<file path="src/rtl/axi_tdd_ng_counter_pkg.sv">
// Shared types and default widths for the TDD frame timing core.
// The optional frame index output is enabled by TDD_NG_FRAME_INDEX_EN.
package axi_tdd_ng_pkg;

    typedef enum logic [1:0] {
        IDLE    = 2'd0,
        ARMED   = 2'd1,
        WAITING = 2'd2,
        RUNNING = 2'd3
    } state_t;

    localparam int DEFAULT_REGISTER_WIDTH    = 32;
    localparam int DEFAULT_BURST_COUNT_WIDTH = 32;

endpackage

</file>
<file path="src/rtl/axi_tdd_ng_counter_if.sv">
// Control/status bundle between the TDD frame timing core and its register/compare logic.
// TDD_NG_FRAME_INDEX_EN adds the tdd_frame_index signal.
interface axi_tdd_ng_counter_if
    import axi_tdd_ng_pkg::*;
#(
    parameter int REGISTER_WIDTH    = DEFAULT_REGISTER_WIDTH,
    parameter int BURST_COUNT_WIDTH = DEFAULT_BURST_COUNT_WIDTH
);

    logic                         tdd_enable;
    logic                         tdd_sync;
    logic                         tdd_sync_rst;
    logic [REGISTER_WIDTH-1:0]    tdd_startup_delay;
    logic [REGISTER_WIDTH-1:0]    tdd_frame_length;
    logic [BURST_COUNT_WIDTH-1:0] tdd_burst_count;
    logic [REGISTER_WIDTH-1:0]    tdd_counter;
    logic [1:0]                   tdd_cstate;
    logic                         tdd_tstart;
    logic                         tdd_endof_frame;
`ifdef TDD_NG_FRAME_INDEX_EN
    logic [BURST_COUNT_WIDTH-1:0] tdd_frame_index;
`endif

    modport master (
        output tdd_enable, tdd_sync, tdd_sync_rst,
        output tdd_startup_delay, tdd_frame_length, tdd_burst_count,
`ifdef TDD_NG_FRAME_INDEX_EN
        input  tdd_frame_index,
`endif
        input  tdd_counter, tdd_cstate, tdd_tstart, tdd_endof_frame
    );

    modport slave (
        input  tdd_enable, tdd_sync, tdd_sync_rst,
        input  tdd_startup_delay, tdd_frame_length, tdd_burst_count,
`ifdef TDD_NG_FRAME_INDEX_EN
        output tdd_frame_index,
`endif
        output tdd_counter, tdd_cstate, tdd_tstart, tdd_endof_frame
    );

endinterface

</file>
<file path="src/rtl/axi_tdd_ng_counter.sv">
// TDD frame timing core: arm, wait for sync, optional startup delay, then a burst of frames.
// Define TDD_NG_FRAME_INDEX_EN to add the per-burst completed-frame index output.
module axi_tdd_ng_counter
    import axi_tdd_ng_pkg::*;
#(
    parameter int REGISTER_WIDTH    = DEFAULT_REGISTER_WIDTH,
    parameter int BURST_COUNT_WIDTH = DEFAULT_BURST_COUNT_WIDTH
) (
    input logic                 clk,
    input logic                 resetn,
    axi_tdd_ng_counter_if.slave tdd
);

    localparam int RW = REGISTER_WIDTH;
    localparam int BW = BURST_COUNT_WIDTH;
    localparam logic [RW-1:0] RW_ZERO = {RW{1'b0}};
    localparam logic [RW-1:0] RW_ONE  = {{(RW-1){1'b0}}, 1'b1};
    localparam logic [BW-1:0] BW_ZERO = {BW{1'b0}};
    localparam logic [BW-1:0] BW_ONE  = {{(BW-1){1'b0}}, 1'b1};

    state_t        state_r,   state_s;
    logic [RW-1:0] counter_r, counter_s;
    logic [RW-1:0] delay_r,   delay_s;
    logic [RW-1:0] last_r,    last_s;
    logic [BW-1:0] burst_r,   burst_s;
    logic [BW-1:0] left_r,    left_s;
    logic          tstart_r;
    logic          endof_r;
    logic          restart_s;
    logic          frame_end_s;
    logic          burst_done_s;

    // Sync acceptance and frame-boundary decode on the current state
    always_comb begin
        restart_s    = tdd.tdd_sync &&
                       ((state_r == ARMED) ||
                        (tdd.tdd_sync_rst && ((state_r == WAITING) || (state_r == RUNNING))));
        frame_end_s  = (state_r == RUNNING) && (counter_r == last_r);
        burst_done_s = frame_end_s && (burst_r != BW_ZERO) && (left_r == BW_ONE);
    end

    // Next-state, counter and shadow-register logic
    always_comb begin
        state_s   = state_r;
        counter_s = counter_r;
        delay_s   = delay_r;
        last_s    = last_r;
        burst_s   = burst_r;
        left_s    = left_r;
        if (!tdd.tdd_enable) begin
            state_s   = IDLE;
            counter_s = RW_ZERO;
        end else if (restart_s) begin
            // Frame length 0 is clamped to 1, so the stored last index never wraps
            delay_s   = tdd.tdd_startup_delay;
            last_s    = (tdd.tdd_frame_length == RW_ZERO) ? RW_ZERO
                                                          : (tdd.tdd_frame_length - RW_ONE);
            burst_s   = tdd.tdd_burst_count;
            left_s    = tdd.tdd_burst_count;
            counter_s = RW_ZERO;
            state_s   = (tdd.tdd_startup_delay != RW_ZERO) ? WAITING : RUNNING;
        end else begin
            case (state_r)
                IDLE: begin
                    state_s   = ARMED;
                    counter_s = RW_ZERO;
                end
                ARMED: begin
                    counter_s = RW_ZERO;
                end
                WAITING: begin
                    if (counter_r == (delay_r - RW_ONE)) begin
                        state_s   = RUNNING;
                        counter_s = RW_ZERO;
                    end else begin
                        counter_s = counter_r + RW_ONE;
                    end
                end
                RUNNING: begin
                    if (burst_done_s) begin
                        state_s   = ARMED;
                        counter_s = RW_ZERO;
                    end else if (frame_end_s) begin
                        counter_s = RW_ZERO;
                        left_s    = left_r - BW_ONE;
                    end else begin
                        counter_s = counter_r + RW_ONE;
                    end
                end
                default: begin
                    state_s   = IDLE;
                    counter_s = RW_ZERO;
                end
            endcase
        end
    end

    // State, counter, shadows and strobes; strobes decode the next state so they align with the counter
    always_ff @(posedge clk or negedge resetn) begin
        if (!resetn) begin
            state_r   <= IDLE;
            counter_r <= RW_ZERO;
            delay_r   <= RW_ZERO;
            last_r    <= RW_ZERO;
            burst_r   <= BW_ZERO;
            left_r    <= BW_ZERO;
            tstart_r  <= 1'b0;
            endof_r   <= 1'b0;
        end else begin
            state_r   <= state_s;
            counter_r <= counter_s;
            delay_r   <= delay_s;
            last_r    <= last_s;
            burst_r   <= burst_s;
            left_r    <= left_s;
            tstart_r  <= (state_s == RUNNING) && (counter_s == RW_ZERO);
            endof_r   <= (state_s == RUNNING) && (counter_s == last_s);
        end
    end

    assign tdd.tdd_counter     = counter_r;
    assign tdd.tdd_cstate      = state_r;
    assign tdd.tdd_tstart      = tstart_r;
    assign tdd.tdd_endof_frame = endof_r;

`ifdef TDD_NG_FRAME_INDEX_EN
    logic [BW-1:0] index_r, index_s;

    // Completed frames in the current burst; cleared on any burst (re)start or exit
    always_comb begin
        index_s = index_r;
        if (!tdd.tdd_enable || restart_s || burst_done_s) begin
            index_s = BW_ZERO;
        end else if (frame_end_s) begin
            index_s = index_r + BW_ONE;
        end else if ((state_r != WAITING) && (state_r != RUNNING)) begin
            index_s = BW_ZERO;
        end else begin
            index_s = index_r;
        end
    end

    // Frame index register
    always_ff @(posedge clk or negedge resetn) begin
        if (!resetn) begin
            index_r <= BW_ZERO;
        end else begin
            index_r <= index_s;
        end
    end

    assign tdd.tdd_frame_index = index_r;
`endif

endmodule

</file>
<file path="src/flat_wrapper.sv">
// flat-port wrapper written by rule: the top's interface ports become plain ports
module axi_tdd_ng_counter_flat import axi_tdd_ng_pkg::*;
#(
    parameter int REGISTER_WIDTH    = DEFAULT_REGISTER_WIDTH,
    parameter int BURST_COUNT_WIDTH = DEFAULT_BURST_COUNT_WIDTH
)
  (clk, resetn, tdd_tdd_enable, tdd_tdd_sync, tdd_tdd_sync_rst, tdd_tdd_startup_delay, tdd_tdd_frame_length, tdd_tdd_burst_count, tdd_tdd_counter, tdd_tdd_cstate, tdd_tdd_tstart, tdd_tdd_endof_frame);
  axi_tdd_ng_counter_if #(.REGISTER_WIDTH(REGISTER_WIDTH), .BURST_COUNT_WIDTH(BURST_COUNT_WIDTH)) tdd_i ();
  input logic clk;
  input logic resetn;
  input wire logic [$bits(tdd_i.tdd_enable)-1:0] tdd_tdd_enable;
  input wire logic [$bits(tdd_i.tdd_sync)-1:0] tdd_tdd_sync;
  input wire logic [$bits(tdd_i.tdd_sync_rst)-1:0] tdd_tdd_sync_rst;
  input wire logic [$bits(tdd_i.tdd_startup_delay)-1:0] tdd_tdd_startup_delay;
  input wire logic [$bits(tdd_i.tdd_frame_length)-1:0] tdd_tdd_frame_length;
  input wire logic [$bits(tdd_i.tdd_burst_count)-1:0] tdd_tdd_burst_count;
  output wire logic [$bits(tdd_i.tdd_counter)-1:0] tdd_tdd_counter;
  output wire logic [$bits(tdd_i.tdd_cstate)-1:0] tdd_tdd_cstate;
  output wire logic [$bits(tdd_i.tdd_tstart)-1:0] tdd_tdd_tstart;
  output wire logic [$bits(tdd_i.tdd_endof_frame)-1:0] tdd_tdd_endof_frame;
  assign tdd_i.tdd_enable = tdd_tdd_enable;
  assign tdd_i.tdd_sync = tdd_tdd_sync;
  assign tdd_i.tdd_sync_rst = tdd_tdd_sync_rst;
  assign tdd_i.tdd_startup_delay = tdd_tdd_startup_delay;
  assign tdd_i.tdd_frame_length = tdd_tdd_frame_length;
  assign tdd_i.tdd_burst_count = tdd_tdd_burst_count;
  assign tdd_tdd_counter = tdd_i.tdd_counter;
  assign tdd_tdd_cstate = tdd_i.tdd_cstate;
  assign tdd_tdd_tstart = tdd_i.tdd_tstart;
  assign tdd_tdd_endof_frame = tdd_i.tdd_endof_frame;
  axi_tdd_ng_counter #(.REGISTER_WIDTH(REGISTER_WIDTH), .BURST_COUNT_WIDTH(BURST_COUNT_WIDTH)) u_core (.clk(clk), .resetn(resetn), .tdd(tdd_i));
endmodule
</file>
<file path="config.mk">
export PLATFORM = sky130hd
export DESIGN_NAME = axi_tdd_ng_counter_flat
export DESIGN_NICKNAME = d
export VERILOG_FILES = /design/src/rtl/axi_tdd_ng_counter_pkg.sv /design/src/rtl/axi_tdd_ng_counter_if.sv /design/src/rtl/axi_tdd_ng_counter.sv /design/src/flat_wrapper.sv
export SDC_FILE = /design/constraint.sdc
export NUM_CORES = 1
export LEC_CHECK = 0
export ABC_AREA = 1
export CAP_MARGIN = 20
export CELL_PAD_IN_SITES_DETAIL_PLACEMENT = 0
export CELL_PAD_IN_SITES_GLOBAL_PLACEMENT = 2
export CORE_MARGIN = 3
export CORE_UTILIZATION = 34
export CTS_CLUSTER_DIAMETER = 100
export DETAILED_ROUTE_END_ITERATION = 7
export PLACE_DENSITY = 0.88
export REMOVE_ABC_BUFFERS = 1
export SKIP_CTS_REPAIR_TIMING = 1
export SYNTH_ARGS = -nofsm -noshare
export SYNTH_HDL_FRONTEND = slang
export SYNTH_SLANG_ARGS = --single-unit
</file>
<file path="constraint.sdc">
create_clock -name clk -period 6.9 [get_ports clk]
set_input_delay 1.38 -clock clk [delete_from_list [all_inputs] [get_ports clk]]
set_output_delay 1.38 -clock clk [all_outputs]
set_load 0.01 [all_outputs]
</file>
Word level (Yosys, flattened, before mapping)
Index checks and enable logic that the tools add are counted.

Bitwise gates (word level): 0. Divide/modulo/power cells: 0. Multiplexer cells: 19. Add/sub/neg operators: 4. Reduce and logical (&&, ||, !) cells: 19. $mul: 0. Magnitude comparators: 0. Shift-type cells: 0. Equality and inequality tests: 9.

Operators with widths (number): two-way mux 32 bit (12); equality test 32 bit (3); case mux 32 bit (3 select lines) (1); subtractor 32 x 1 -> 32 bit (second input constant) (3); zero test 32 bit (2); nonzero test 32 bit (2); adder 32 x 1 -> 32 bit (second input constant) (1); equality test 32 x 1 -> 1 bit (second input constant) (1); two-way mux 2 bit (4); logical AND 1 bit (7); equality test 2 bit (second input constant) (3); case mux 2 bit (3 select lines) (1); AND reduction 4 bit (1); nonzero test 2 bit (2); equality test 2 x 1 -> 1 bit (second input constant) (1); zero test 2 bit (1); logical OR 1 bit (2); inequality test 2 x 1 -> 1 bit (second input constant) (1); AND reduction 2 bit (1); OR reduction 2 bit (1); two-way mux 1 bit (1).

Logic and storage cells: 59. Bits in latches: 0. Bits in read-only memories: 0. Memories: 0. Output and inout bits: 36. Input bits: 101. Bits in writable memories: 0. Register bits after elaboration: 164.

Logic depth before layout (Yosys ltp)
Depth in word-level cells: 10. Depth in mapped cells: 25. Depth with buffers taken out: 24.

Least setup slack after synthesis
OpenSTA, ideal clock, no wires.

Path kind: input-to-reg. Start: input tdd_tdd_frame_length[0]. End: register u_core.endof_r, in the netlist u_core.tdd.tdd_endof_frame. Arrival: 3351 ps. Stages: 19. Required time: 6829 ps. Setup time: 71 ps. Path slack: 3478 ps. Path buffers: 1. Path through: inv_1 ha_1 nand2_1 nor3_2 nand4_1 nor2_1 a21oi_1 inv_2 buf_2 nor2_1 a21oi_1 inv_1 nand2_1 nand2_1 nor2_1 nand2_1 nor2_1 nand3_1 nor2_1.

Word-level cells in the longest chain between the ends: 6. Elaborated cells on any way between the ends: 7. Those cells by class: add/sub: 1; eq/ne: 1; mux: 3; reduce/logical: 2.

Ends and longest elaborated chain: start, declared (line flat_wrapper.sv:15) `input wire logic [$bits(tdd_i.tdd_frame_length)-1:0] tdd_tdd_frame_length;`; subtractor 32 x 1 -> 32 bit or zero test 32 bit (tied branches) (line axi_tdd_ng_counter.sv:57, axi_tdd_ng_counter.sv:56); two-way mux 32 bit (*) (line axi_tdd_ng_counter.sv:56) `last_s = (tdd.tdd_frame_length == RW_ZERO) ? RW_ZERO`; two-way mux 32 bit (*) (line axi_tdd_ng_counter.sv:53) `end else if (restart_s) begin`; two-way mux 32 bit (*) (line axi_tdd_ng_counter.sv:50) `if (!tdd.tdd_enable) begin`; via u_core.last_s[15] (line axi_tdd_ng_counter.sv:24) `logic [RW-1:0] last_r, last_s;`; equality test 32 bit (*) (line axi_tdd_ng_counter.sv:117) `endof_r <= (state_s == RUNNING) && (counter_s == last_s);`; logical AND 1 bit (*) (line axi_tdd_ng_counter.sv:117); end signal, assigned (line axi_tdd_ng_counter.sv:117); end, declared (line axi_tdd_ng_counter.sv:28) `logic endof_r;`.

Mark *: on every way through the listed nets, which the timed path passes. The rest lies on a longest branch. A chain may end at the register's enable or synchronous reset.

Worst setup path after layout
Start: input tdd_tdd_sync_rst. End: register u_core.endof_r, in the netlist u_core.tdd.tdd_endof_frame.

Word-level cells in the longest chain between the ends: 7. Elaborated cells on any way between the ends: 12. Those cells by class: eq/ne: 2; mux: 6; reduce/logical: 4.

Ends and longest elaborated chain: start, declared (line flat_wrapper.sv:13) `input wire logic [$bits(tdd_i.tdd_sync_rst)-1:0] tdd_tdd_sync_rst;`; logical AND 1 bit (line axi_tdd_ng_counter.sv:37) `(tdd.tdd_sync_rst && ((state_r == WAITING) || (state_r == RUNNING))));`; logical OR 1 bit (line axi_tdd_ng_counter.sv:36) `((state_r == ARMED) ||`; logical AND 1 bit (line axi_tdd_ng_counter.sv:35) `restart_s = tdd.tdd_sync &&`; two-way mux 32 bit (line axi_tdd_ng_counter.sv:53); two-way mux 32 bit (line axi_tdd_ng_counter.sv:50); via u_core.last_s[3] (line axi_tdd_ng_counter.sv:24); equality test 32 bit (line axi_tdd_ng_counter.sv:117); logical AND 1 bit (line axi_tdd_ng_counter.sv:117).

The timed path passes the listed nets, and every way through them passes these cells.

==> qor.yml <==
worst-path-stages: 17
place_ws_ns: 1.54
multi_input_area_um2: 5950
final_cells: 2191
overflow: 0
synth_seq_cells: 164
crit_path_max_incr_delay_ns: 0.73
antenna_found_initial: 0
rows: 65
p_total_mw: 3.83
path_cells: "clkdlybuf4s50_1, o21ai_1, a21oi_2, buf_4, inv_2, nor2_4, inv_2, a21oi_1, inv_2, o22ai_1, nand3b_1, nand2_1, nor2_1, nand2_1, nor2_1, nand3_1, nor2_1"
synth_most_common_cell: "nand2_1"
synth_enable_flop_cells: 0
drive_gt1_share_pct: 4.21
seq_area_um2: 4100
end_kind: "register"
die_area_um2: 34700
nFillCells: 3341
arrival_ns: 5.38
slew-limit-headroom_pct: 36.4
synth.distinct_cells: 48
htree_levels: 4
p_leak_nw: 6.34
min_period_ns: 5.00
outcome: "finished, final reports clean"
clock_latency_ns: 0.44
reg2reg_depth: 17
synthCells: 1632
synthDominantCellAreaShare_pct: 37.1
worst_slew_pin_slew_ns: 0.954
drt-vias-per-instance: 4.92
synth_async_sr_flop_share_pct: 100
worstPathMaxFanout: 36
postLayoutSetupSlackWorst_ns: 1.90
drt_pass1_iterations: 5
cp_top_family: "buffers and inverters"
max-vdd-ir-drop_v: 0.000171
yosys_warnings: 0
grt_util_met2_pct: 38.6
hold_depth: 2
areaGrowthSynthToFinish_pct: 21.4
wirelength_mm: 39.5
p_per_area_nw_per_um2: 285
die_y_um: 186
drt_iter0_markers: 978
postRouteAntennaNets: 0
crit_type: "in2reg"
yosysSeqAreaShare_pct: 37.1
clock_sinks: 164
fp.coreArea_um2: 31800
drcViolationCount: 0
synth.avg_cell_area_um2: 6.77
finalWeightedCongestion: 0.923
gr-usage-met3_pct: 4.41
synthTopCellsByCount: "nand2_1 (466), nor2_1 (247), inv_1 (194)"
grt_first_pass_wirelength_mm: 60.7
dpl.cell_count: 2160
drv_cap: 0
startpoint_type: "input pin"
cts_root_buf: "clkbuf_16"
slew_violations: 0
finalSetupTns_ns: 0
wl_per_cell_um: 18.0
grt_max_degree: 92
vias: 10800
yosysTopAreaCell: "dfrtp_1"
synthFlopType: "dfrtp_1"
grt_busiest_layer: "met2"
dp_hpwl_mm: 30.6
cts_made_buffers: 17
finClkSkew_ns: 0.00743
cts_tree: "yes"
grt_use_total_pct: 23.1
required_ns: 7.27
finalSetupViolations: 0
fin_hold_ws_ns: 0.473
min_path_type: "reg2reg"
period_share_pct: 72.5
synth_area_leaders: "dfrtp_1 (37%), nand2_1 (16%), nor2_1 (8.4%), xor2_1 (6.9%), inv_1 (6.6%)"
hold_viol_final: 0
die_w_um: 186
clkTransAtPathRegs_ns: 0.07
max_freq_mhz: 200
cp.buffers_inverters: 5
ios: 137
rsz0062_at_grt: "false"
crit_slowest_cell: "a21oi_1"
grt_pass1_vias: 10400
fin_nets: 1850
met1_usage_pct: 31.2
cts_buffer_depth: 2
diodes: 0
place.port_buffers: 136
initial_core_util_pct: 34.7
syn_area_um2: 11000
[metrics by stage]
stage | cell area [um^2] | utilization, %
after floorplan | 10800 | -
after global placement | 12800 | 40.2
after detailed placement | 12800 | 40.2
after CTS | 13400 | 42.2
after global routing | 13400 | 42.2
final | 13400 | 42.2
[placed cells by master (no fill, tap or decap), types with 7 or more instances in the layout]
master	n
clkdlybuf4s50_1	135
nor2_2	8
nor3_1	33
nand4_1	24
a21oi_1	28
nand3_1	68
nand2_1	466
o22ai_1	15
nand3b_1	14
o21ai_0	93
buf_4	7
inv_2	9
xor2_1	87
xnor2_1	29
inv_1	194
o21ai_1	14
a31oi_1	8
nor2_1	247
clkbuf_16	17
nor4_1	26
dfrtp_1	164
[path summary, 6_finish.rpt]
check | from | endpoint | slack, ns
worst max register to register | u_core.tdd.tdd_cstate[1] | u_core.tdd.tdd_endof_frame | 2.73
worst min-delay path | u_core.burst_r[19] | u_core.burst_r[19] | 0.47
worst max-delay path | tdd_tdd_sync_rst | u_core.tdd.tdd_endof_frame | 1.90
worst min register to register | u_core.burst_r[19] | u_core.burst_r[19] | 0.47
min in group asynchronous | resetn | u_core.delay_r[16] | 0.83
max in group asynchronous | resetn | u_core.left_r[0] | 4.80
[registers in the layout, summed over array words and instances, names as in the netlist]
register / flops
u_core.last_r: 32
u_core.left_r: 32
u_core.tdd.tdd_endof_frame: 1
u_core.burst_r: 32
u_core.delay_r: 32
u_core.tdd.tdd_tstart: 1
u_core.tdd.tdd_cstate: 2
u_core.tdd.tdd_counter: 32
[worst reg2reg max path: cells and delay by family (launching register included)]
kind,cells,cell delay [ns]
buf+inv,5,1.38
compound gates,4,1.25
simple gates,8,1.05
flops,1,0.44
[power by group]
group          internal, mW  switching, mW
clock                 0.637          0.418
sequential             1.24          0.273
combinational         0.485          0.778
[routing by layer]
metal	vias to the layer above	wire (um)	share of wire [%]
met4	0	725	1.8
met1	5023	17800	45
met2	304	18800	47
met5	-	0	0
li1	5409	-	-
met3	43	2220	5.6
[layout make-up]
class,instances,area share [%]
clock inverters,10,1.25
well taps,435,4.06
multi-input cells,1213,44.3
inverters,205,5.73
flip-flops and latches,164,30.6
repair buffers,143,10.5
clock buffers,21,3.51
[cell families after synthesis]
kind of cell | Yosys count | share of synthesized area, %
adder cells (fa/ha/maj) | 5 | 0.566
AO/OA/AOI/OAI | 183 | 9.31
XOR/XNOR | 116 | 9.19
AND/OR/NAND/NOR | 909 | 34.8
buffers and inverters | 255 | 9.04
flip-flops | 164 | 37.1
Power figures use the tool's default switching activity.
